==> src/rtl/demux_dispatcher_pkg.sv <==
// rtl/demux_dispatcher_pkg.sv - shared types and constants for the packet demux dispatcher
package demux_dispatcher_pkg;

  typedef enum logic [1:0] {
    IDLE = 2'd0,
    BUSY = 2'd1,
    DROP = 2'd2
  } state_t;

  localparam logic MODE_FIXED = 1'b0;
  localparam logic MODE_RR    = 1'b1;

endpackage

==> src/rtl/sat_counter.sv <==
// rtl/sat_counter.sv - saturating up-counter, clears on synchronous reset
module sat_counter #(
  parameter int W = 16
) (
  input  logic         clk,
  input  logic         rst,
  input  logic         inc,
  output logic [W-1:0] count
);

  logic [W-1:0] count_q, count_d;

  // Increment on request, but hold once the all-ones ceiling is reached.
  always_comb begin
    count_d = count_q;
    if (inc && (count_q != {W{1'b1}})) begin
      count_d = count_q + W'(1);
    end
  end

  // Count register with synchronous clear.
  always_ff @(posedge clk) begin
    if (rst) begin
      count_q <= '0;
    end else begin
      count_q <= count_d;
    end
  end

  assign count = count_q;

endmodule

==> src/rtl/demux_dispatcher.sv <==
// rtl/demux_dispatcher.sv - steers one packet stream to one of N_OUT consumers, per-packet port lock
module demux_dispatcher
  import demux_dispatcher_pkg::*;
#(
  parameter int N_OUT  = 4,
  parameter int DATA_W = 8,
  parameter int CNT_W  = 16,
  parameter int SEL_W  = (N_OUT > 1) ? $clog2(N_OUT) : 1
) (
  input  logic                   clk,
  input  logic                   rst,
  input  logic                   cfg_mode,
  input  logic [SEL_W-1:0]       cfg_sel,
  input  logic                   s_valid,
  input  logic [DATA_W-1:0]      s_data,
  input  logic                   s_last,
  output logic                   s_ready,
  output logic [N_OUT-1:0]       m_valid,
  output logic [DATA_W-1:0]      m_data,
  output logic                   m_last,
  input  logic [N_OUT-1:0]       m_ready,
  output logic                   busy,
  output logic [SEL_W-1:0]       cur_port,
  output logic [N_OUT*CNT_W-1:0] pkt_cnt,
  output logic [CNT_W-1:0]       drop_cnt
);

  state_t           state_q, state_d;
  logic [SEL_W-1:0] cur_port_q, cur_port_d;
  logic [SEL_W-1:0] rr_ptr_q, rr_ptr_d;
  logic             mode_q, mode_d;
  logic [SEL_W-1:0] sel_p;
  logic [N_OUT-1:0] pkt_inc;
  logic             drop_inc;

  // Candidate port for the next packet; only consulted while idle.
  assign sel_p = (cfg_mode == MODE_RR) ? rr_ptr_q : cfg_sel;

  // Next-state, routing and counter strobes. The packet's mode is latched at
  // lock time so a mid-packet cfg_mode change cannot alter the rr_ptr update.
  always_comb begin
    state_d    = state_q;
    cur_port_d = cur_port_q;
    rr_ptr_d   = rr_ptr_q;
    mode_d     = mode_q;
    m_valid    = '0;
    s_ready    = 1'b0;
    pkt_inc    = '0;
    drop_inc   = 1'b0;
    case (state_q)
      IDLE: begin
        if (s_valid) begin
          mode_d = cfg_mode;
          if (int'(sel_p) < N_OUT) begin
            state_d    = BUSY;
            cur_port_d = sel_p;
          end else begin
            state_d = DROP;
          end
        end
      end
      BUSY: begin
        m_valid[cur_port_q] = s_valid;
        s_ready             = m_ready[cur_port_q];
        if (s_valid && m_ready[cur_port_q] && s_last) begin
          state_d             = IDLE;
          cur_port_d          = '0;
          pkt_inc[cur_port_q] = 1'b1;
          if (mode_q == MODE_RR) begin
            rr_ptr_d = (int'(cur_port_q) == N_OUT - 1) ? '0 : cur_port_q + SEL_W'(1);
          end
        end
      end
      DROP: begin
        s_ready = 1'b1;
        if (s_valid && s_last) begin
          state_d  = IDLE;
          drop_inc = 1'b1;
        end
      end
      default: begin
        state_d    = IDLE;
        cur_port_d = '0;
      end
    endcase
  end

  // Control registers; reset abandons any packet in flight without counting it.
  always_ff @(posedge clk) begin
    if (rst) begin
      state_q    <= IDLE;
      cur_port_q <= '0;
      rr_ptr_q   <= '0;
      mode_q     <= MODE_FIXED;
    end else begin
      state_q    <= state_d;
      cur_port_q <= cur_port_d;
      rr_ptr_q   <= rr_ptr_d;
      mode_q     <= mode_d;
    end
  end

  for (genvar p = 0; p < N_OUT; p++) begin : g_pkt
    sat_counter #(.W(CNT_W)) u_pkt_cnt (
      .clk   (clk),
      .rst   (rst),
      .inc   (pkt_inc[p]),
      .count (pkt_cnt[p*CNT_W +: CNT_W])
    );
  end

  sat_counter #(.W(CNT_W)) u_drop_cnt (
    .clk   (clk),
    .rst   (rst),
    .inc   (drop_inc),
    .count (drop_cnt)
  );

  assign m_data   = s_data;
  assign m_last   = s_last;
  assign busy     = (state_q != IDLE);
  assign cur_port = cur_port_q;

endmodule
==> config.mk <==
export PLATFORM = sky130hd
export DESIGN_NAME = demux_dispatcher
export DESIGN_NICKNAME = d
export VERILOG_FILES = /design/src/rtl/demux_dispatcher_pkg.sv /design/src/rtl/sat_counter.sv /design/src/rtl/demux_dispatcher.sv
export SDC_FILE = /design/constraint.sdc
export NUM_CORES = 1
export LEC_CHECK = 0
export CORE_MARGIN = 2
export CORE_UTILIZATION = 30
export DETAILED_ROUTE_END_ITERATION = 8
export PLACE_DENSITY_LB_ADDON = 0.25
export SETUP_SLACK_MARGIN = 0.05
export SLEW_MARGIN = 40
export SYNTH_ARGS = -nofsm -noshare
export SYNTH_HDL_FRONTEND = slang
export SYNTH_SLANG_ARGS = --single-unit
export TNS_END_PERCENT = 1
==> constraint.sdc <==
create_clock -name clk -period 2.5 [get_ports clk]
set_input_delay 0.75 -clock clk [delete_from_list [all_inputs] [get_ports clk]]
set_output_delay 0.75 -clock clk [all_outputs]
set_load 0.02 [all_outputs]
; ---- After elaboration in Yosys (flattened, before gate mapping)
; Index checks and enable logic that the tools add are counted.
[totals]
regBits = 87
latchBits = 0
ramBits = 0
romBits = 0
in_bits = 19
output_inout_bits = 97
elab_cells = 63
n_memories = 0
[classes]
add_sub_neg = 6
multipliers = 0
div_mod_pow = 0
order_cmp = 2
eq_ne = 11
shift = 0
mux = 18
bitwise = 2
n_reduce_logical = 15
[op_table]
columns = op, n
row1 = "16-bit by 1-bit adder with 16-bit output, second input constant", 5
row2 = "16-bit inequality test, second input constant", 5
row3 = 2-bit two-way mux, 6
row4 = 4-bit two-way mux, 3
row5 = 2-bit case mux with 3 select lines, 2
row6 = 1-bit logical AND, 9
row7 = 3-bit AND reduction, 3
row8 = "2-bit inequality test, second input constant", 3
row9 = 4-bit AND, 1
row10 = "2-bit by 1-bit equality test with 1-bit output, second input constant", 2
row11 = 1-bit two-way mux, 4
row12 = "2-bit by 3-bit less-than comparator with 1-bit output, second input constant", 1
row13 = "2-bit by 1-bit adder with 2-bit output, second input constant", 1
row14 = 1-bit binary-select mux with 2-bit select, 1
row15 = 1-bit demux with 2-bit select, 1
row16 = "2-bit equality test, second input constant", 1
row17 = "2-bit by 1-bit >= comparator with 1-bit output, second input constant", 1
row18 = 2-bit logical NOT, 1
row19 = 1-bit case mux with 2 select lines, 1
row20 = 2-bit AND reduction, 1
row21 = 2-bit nonzero test, 1
row22 = 1-bit NOT, 1

; ---- Depth between registers and ports, before layout
[depth]
ltp_word = 7
depth_mapped = 8
ltp_nobuf = 8

; ---- Modules after synthesis
; Synthesis repeated with hierarchy kept, for this count alone.
[hier_totals]
cells_unflattened = 559
hier_area_um2 = 4800.9
[modules_own_cells]
columns = mod, n_inst, cells_each, area_per_inst_um2, seq_area_each_um2
row1 = sat_counter, 5, 99, 848.3, 320.3
row2 = demux_dispatcher, 1, 64, 559.3, 120.1

; ---- Least setup slack after synthesis
; Ideal clock, no wire load.
[synth_path]
path_kind = in2out
start = input m_ready[3]
end = output s_ready
t_arrival_ns = 1.619
t_required_ns = 1.750
path_slack_ns = 0.131
cell_stages = 3
path_buffers = 1
path_cell_list = mux4_2 -> buf_4 -> and2_1
[synth_between]
elab_chain_cells = 3
[synth_lines]
columns = element, line
row1 = "start, declared", demux_dispatcher.sv:21  ; input logic [N_OUT-1:0] m_ready,
row2 = 1-bit binary-select mux with 2-bit select, demux_dispatcher.sv:64  ; s_ready = m_ready[cur_port_q];
row3 = 1-bit two-way mux (not written as such), demux_dispatcher.sv:64
row4 = 1-bit case mux with 2 select lines, demux_dispatcher.sv:50  ; case (state_q)
row5 = "end, declared", demux_dispatcher.sv:17  ; output logic s_ready,
; No other way between the ends. The select of a mux whose other input is x is not followed.

; ---- Worst setup path in the final report
[layout_path]
start = input m_ready[2]
end = output s_ready
; Same word-level chain as after synthesis.

==> impl_metrics.env <==
export IMPL_syn_area_per_cell_sq_um=8.47
export IMPL_rows=40
export IMPL_synth_top_family_by_area="simple AND/OR/NAND/NOR gates"
export IMPL_layout_cells_non_filler=709
export IMPL_synthArstFlopShare=0
export IMPL_timing_hold_violations_final=0
export IMPL_dpl_worst_slack_ns=-0.724
export IMPL_drive_gt1_frac=0.126
export IMPL_power_density_nw_per_um2=533
export IMPL_cts_setup_buffers=0
export IMPL_ys_flop_type="dfxtp_1"
export IMPL_via_per_inst=4.83
export IMPL_slew_headroom=0.593
export IMPL_status="finished clean"
export IMPL_worst_slack_ns=0.0592
export IMPL_power_frac_clock=0.542
export IMPL_seq_power_share=0.413
export IMPL_dp_hpwl_um=7120
export IMPL_max_cap_violations=0
export IMPL_worstHoldPathType="flip-flop to flip-flop"
export IMPL_slew_violations=0
export IMPL_fin_crit_sh=0.976
export IMPL_ys_seq_elements=70
export IMPL_grt_max_degree=33
export IMPL_diodes=0
export IMPL_worst_ep_required_time_ns=1.75
export IMPL_cp_start_kind="input pin"
export IMPL_leakagePower_nw=1.74
export IMPL_final_nets=563
export IMPL_synth_mux_area_frac=0.0263
export IMPL_cts_made_buffers=9
export IMPL_firstDrtPassIters=4
export IMPL_multiInputGateArea_sq_um=2160
export IMPL_crit_path_end_kind="output pin"
export IMPL_syn_area_sq_um=3760
export IMPL_dp_cells=693
export IMPL_wirelength_um=9550
export IMPL_drc_errors=0
export IMPL_gr_total_overflow=0
export IMPL_grtUsageTotal=0.147
export IMPL_core_sq_um=12100
export IMPL_io_pins=116
export IMPL_fp_dieArea_sq_um=13400
export IMPL_synth_edf_count=0
export IMPL_cp_arrival_ns=1.69
export IMPL_die_width_um=116
export IMPL_synthCells=444
export IMPL_cts_max_path_buffers=2
export IMPL_ant_nets=0
export IMPL_drt_iter0_drc=168
export IMPL_synth_top_area_cell="dfxtp_1"
export IMPL_netlist_top_cells_count="70 x dfxtp_1, 67 x nor2_1, 51 x xnor2_1, 29 x nand3_1, 26 x buf_4"
export IMPL_swShare=0.205
export IMPL_nFillCells=1244
export IMPL_grt_pass1_wl_um=15500
export IMPL_fmax_mhz=410
export IMPL_vias=3424
export IMPL_setup_viol=0
export IMPL_wire_per_inst_um=13.5
export IMPL_synth_fa_ha_area_frac=0.0266
export IMPL_syn_to_final_growth_pct=36.5
export IMPL_worstSkewPairLatency_ns=0.34
export IMPL_synth_yosys_seq_area_share=0.373
export IMPL_synth_top_area_share=0.373
export IMPL_yosysMostFrequentCell="dfxtp_1"
export IMPL_fin_crit_ns=2.44
export IMPL_yosysWarnings=0
export IMPL_rsz0062_at_grt="no"
export IMPL_htreeDepth=3
export IMPL_ys_types=42
export IMPL_crit_type="input pin to output pin"
export IMPL_cts_root_buf="clkbuf_16"
export IMPL_clkTransAtPathRegs_ns=0.06
export IMPL_start_util=0.310
export IMPL_cts_tree="done"
export IMPL_grt_pass1_vias=3144
export IMPL_finClkSkew_ns=0.00468
export IMPL_worstPathMaxFanout=2
export IMPL_synth_compound_area_frac=0.0406
export IMPL_tightest_slew_ns=0.605
export IMPL_die_y_um=116
export IMPL_cts_sinks=70
export IMPL_synthXorXnorAreaFrac=0.130
export IMPL_numPortBuffers=83
export IMPL_antenna_found_initial=0
export IMPL_p_int_mw=2.17
export IMPL_combPwrFrac=0.045
export IMPL_gp_congestion=0.816
export IMPL_synthTopCellsByArea="dfxtp_1 37%, xnor2_1 12%, nor2_1 6.7%"
export IMPL_regArea_sq_um=1410
export IMPL_switchingPower_mw=0.559
export IMPL_yosys_area_share_simple=0.330
export IMPL_ir_drop_uv=532
-- repair_timing --
action	CTS	global route
gates resized for setup	31	9
hold buffers	0	0
setup endpoints to repair	14	9
-- registers in the layout, indices dropped and copies added (netlist names) --
register               cells
rr_ptr_q                   2
g_pkt.u_pkt_cnt.count     64
cur_port                   2
state_q                    1
mode_q                     1
-- per-layer routing --
metal,part of all wire,GRT usage
met1,0.46,0.185
met5,0,0
met2,0.47,0.238
met3,0.053,0.0549
met4,0.010,0.0405
-- per-stage QoR --
| step | setup TNS, ns | util | cell area (sq um) | total power, mW | hold slack [ns] |
|---|---|---|---|---|---|
| 2_1_floorplan | 0 | - | 3810 | 1.26 | 0.428 |
| 3_3_place_gp | -12.59 | 0.394 | 4770 | 1.28 | 0.439 |
| 3_5_place_dp | -13.52 | 0.394 | 4770 | 1.28 | 0.446 |
| 4_1_cts | 0 | 0.422 | 5110 | 2.78 | 0.455 |
| 5_1_grt | 0 | 0.424 | 5130 | 2.85 | 0.489 |
| 6_report | 0 | 0.424 | 5130 | 2.73 | 0.454 |
-- cell type report --
cell class,instances,area share
multi-input cells,343,0.421
flip-flops and latches,70,0.274
clock inverters,2,0.0117
clock buffers,14,0.0573
repair buffers,106,0.190
well taps,168,0.0410
inverters,6,0.00439
-- final timing paths --
check | start | to | slack (ns) | depth (start not counted)
worst min-delay path | rr_ptr_q[1]$_SDFFE_PP0P_ | rr_ptr_q[1]$_SDFFE_PP0P_ | 0.45 | 2
worst max register to register | cur_port[0]$_SDFFE_PP0P_ | g_pkt[0].u_pkt_cnt.count[14]$_SDFFE_PP0P_ | 0.30 | 9
worst max-delay path | m_ready[2] | s_ready | 0.06 | 4
worst min register to register | rr_ptr_q[1]$_SDFFE_PP0P_ | rr_ptr_q[1]$_SDFFE_PP0P_ | 0.45 | 2
-- placed cells by master (no fill, tap or decap), drive strengths merged, types with 5 or more instances in the layout --
master and n:
nor2 67, xor2 5, nand3 29, inv 6
conb 16, a21oi 11, xnor2 51, ha 8
and4 7, nand2 25, dfxtp 70, mux2 5
and3 14, nor3 21, nor4 14, clkdlybuf4s50 71
o21ai 7, a211oi 5, nand4 19, buf 29
nor4b 8, clkbuf 15, and2 6
-- logic make-up after synthesis --
logic type / after synthesis
and+or+nand+nor: 229
DFF: 70
xor gates and xnor gates: 56
buffers and inverters: 46
AOI/OAI and AO/OA: 26
adders and majority gates: 8
muxes: 8
other: 1
-- power by group through the flow --
stage	Sequential, mW	Clock, mW	Combinational (mW)
floorplan	1.15	0	0.110
global placement	1.15	0	0.127
detailed placement	1.15	0	0.128
CTS	1.13	1.53	0.125
global route	1.13	1.58	0.135
finish	1.13	1.48	0.123
-- critical path: stages --
cell and delay (ns):
buf_2 0.12, mux4_2 0.51, and2_4 0.19, buf_6 0.12
(Power assumes the default switching activity.)
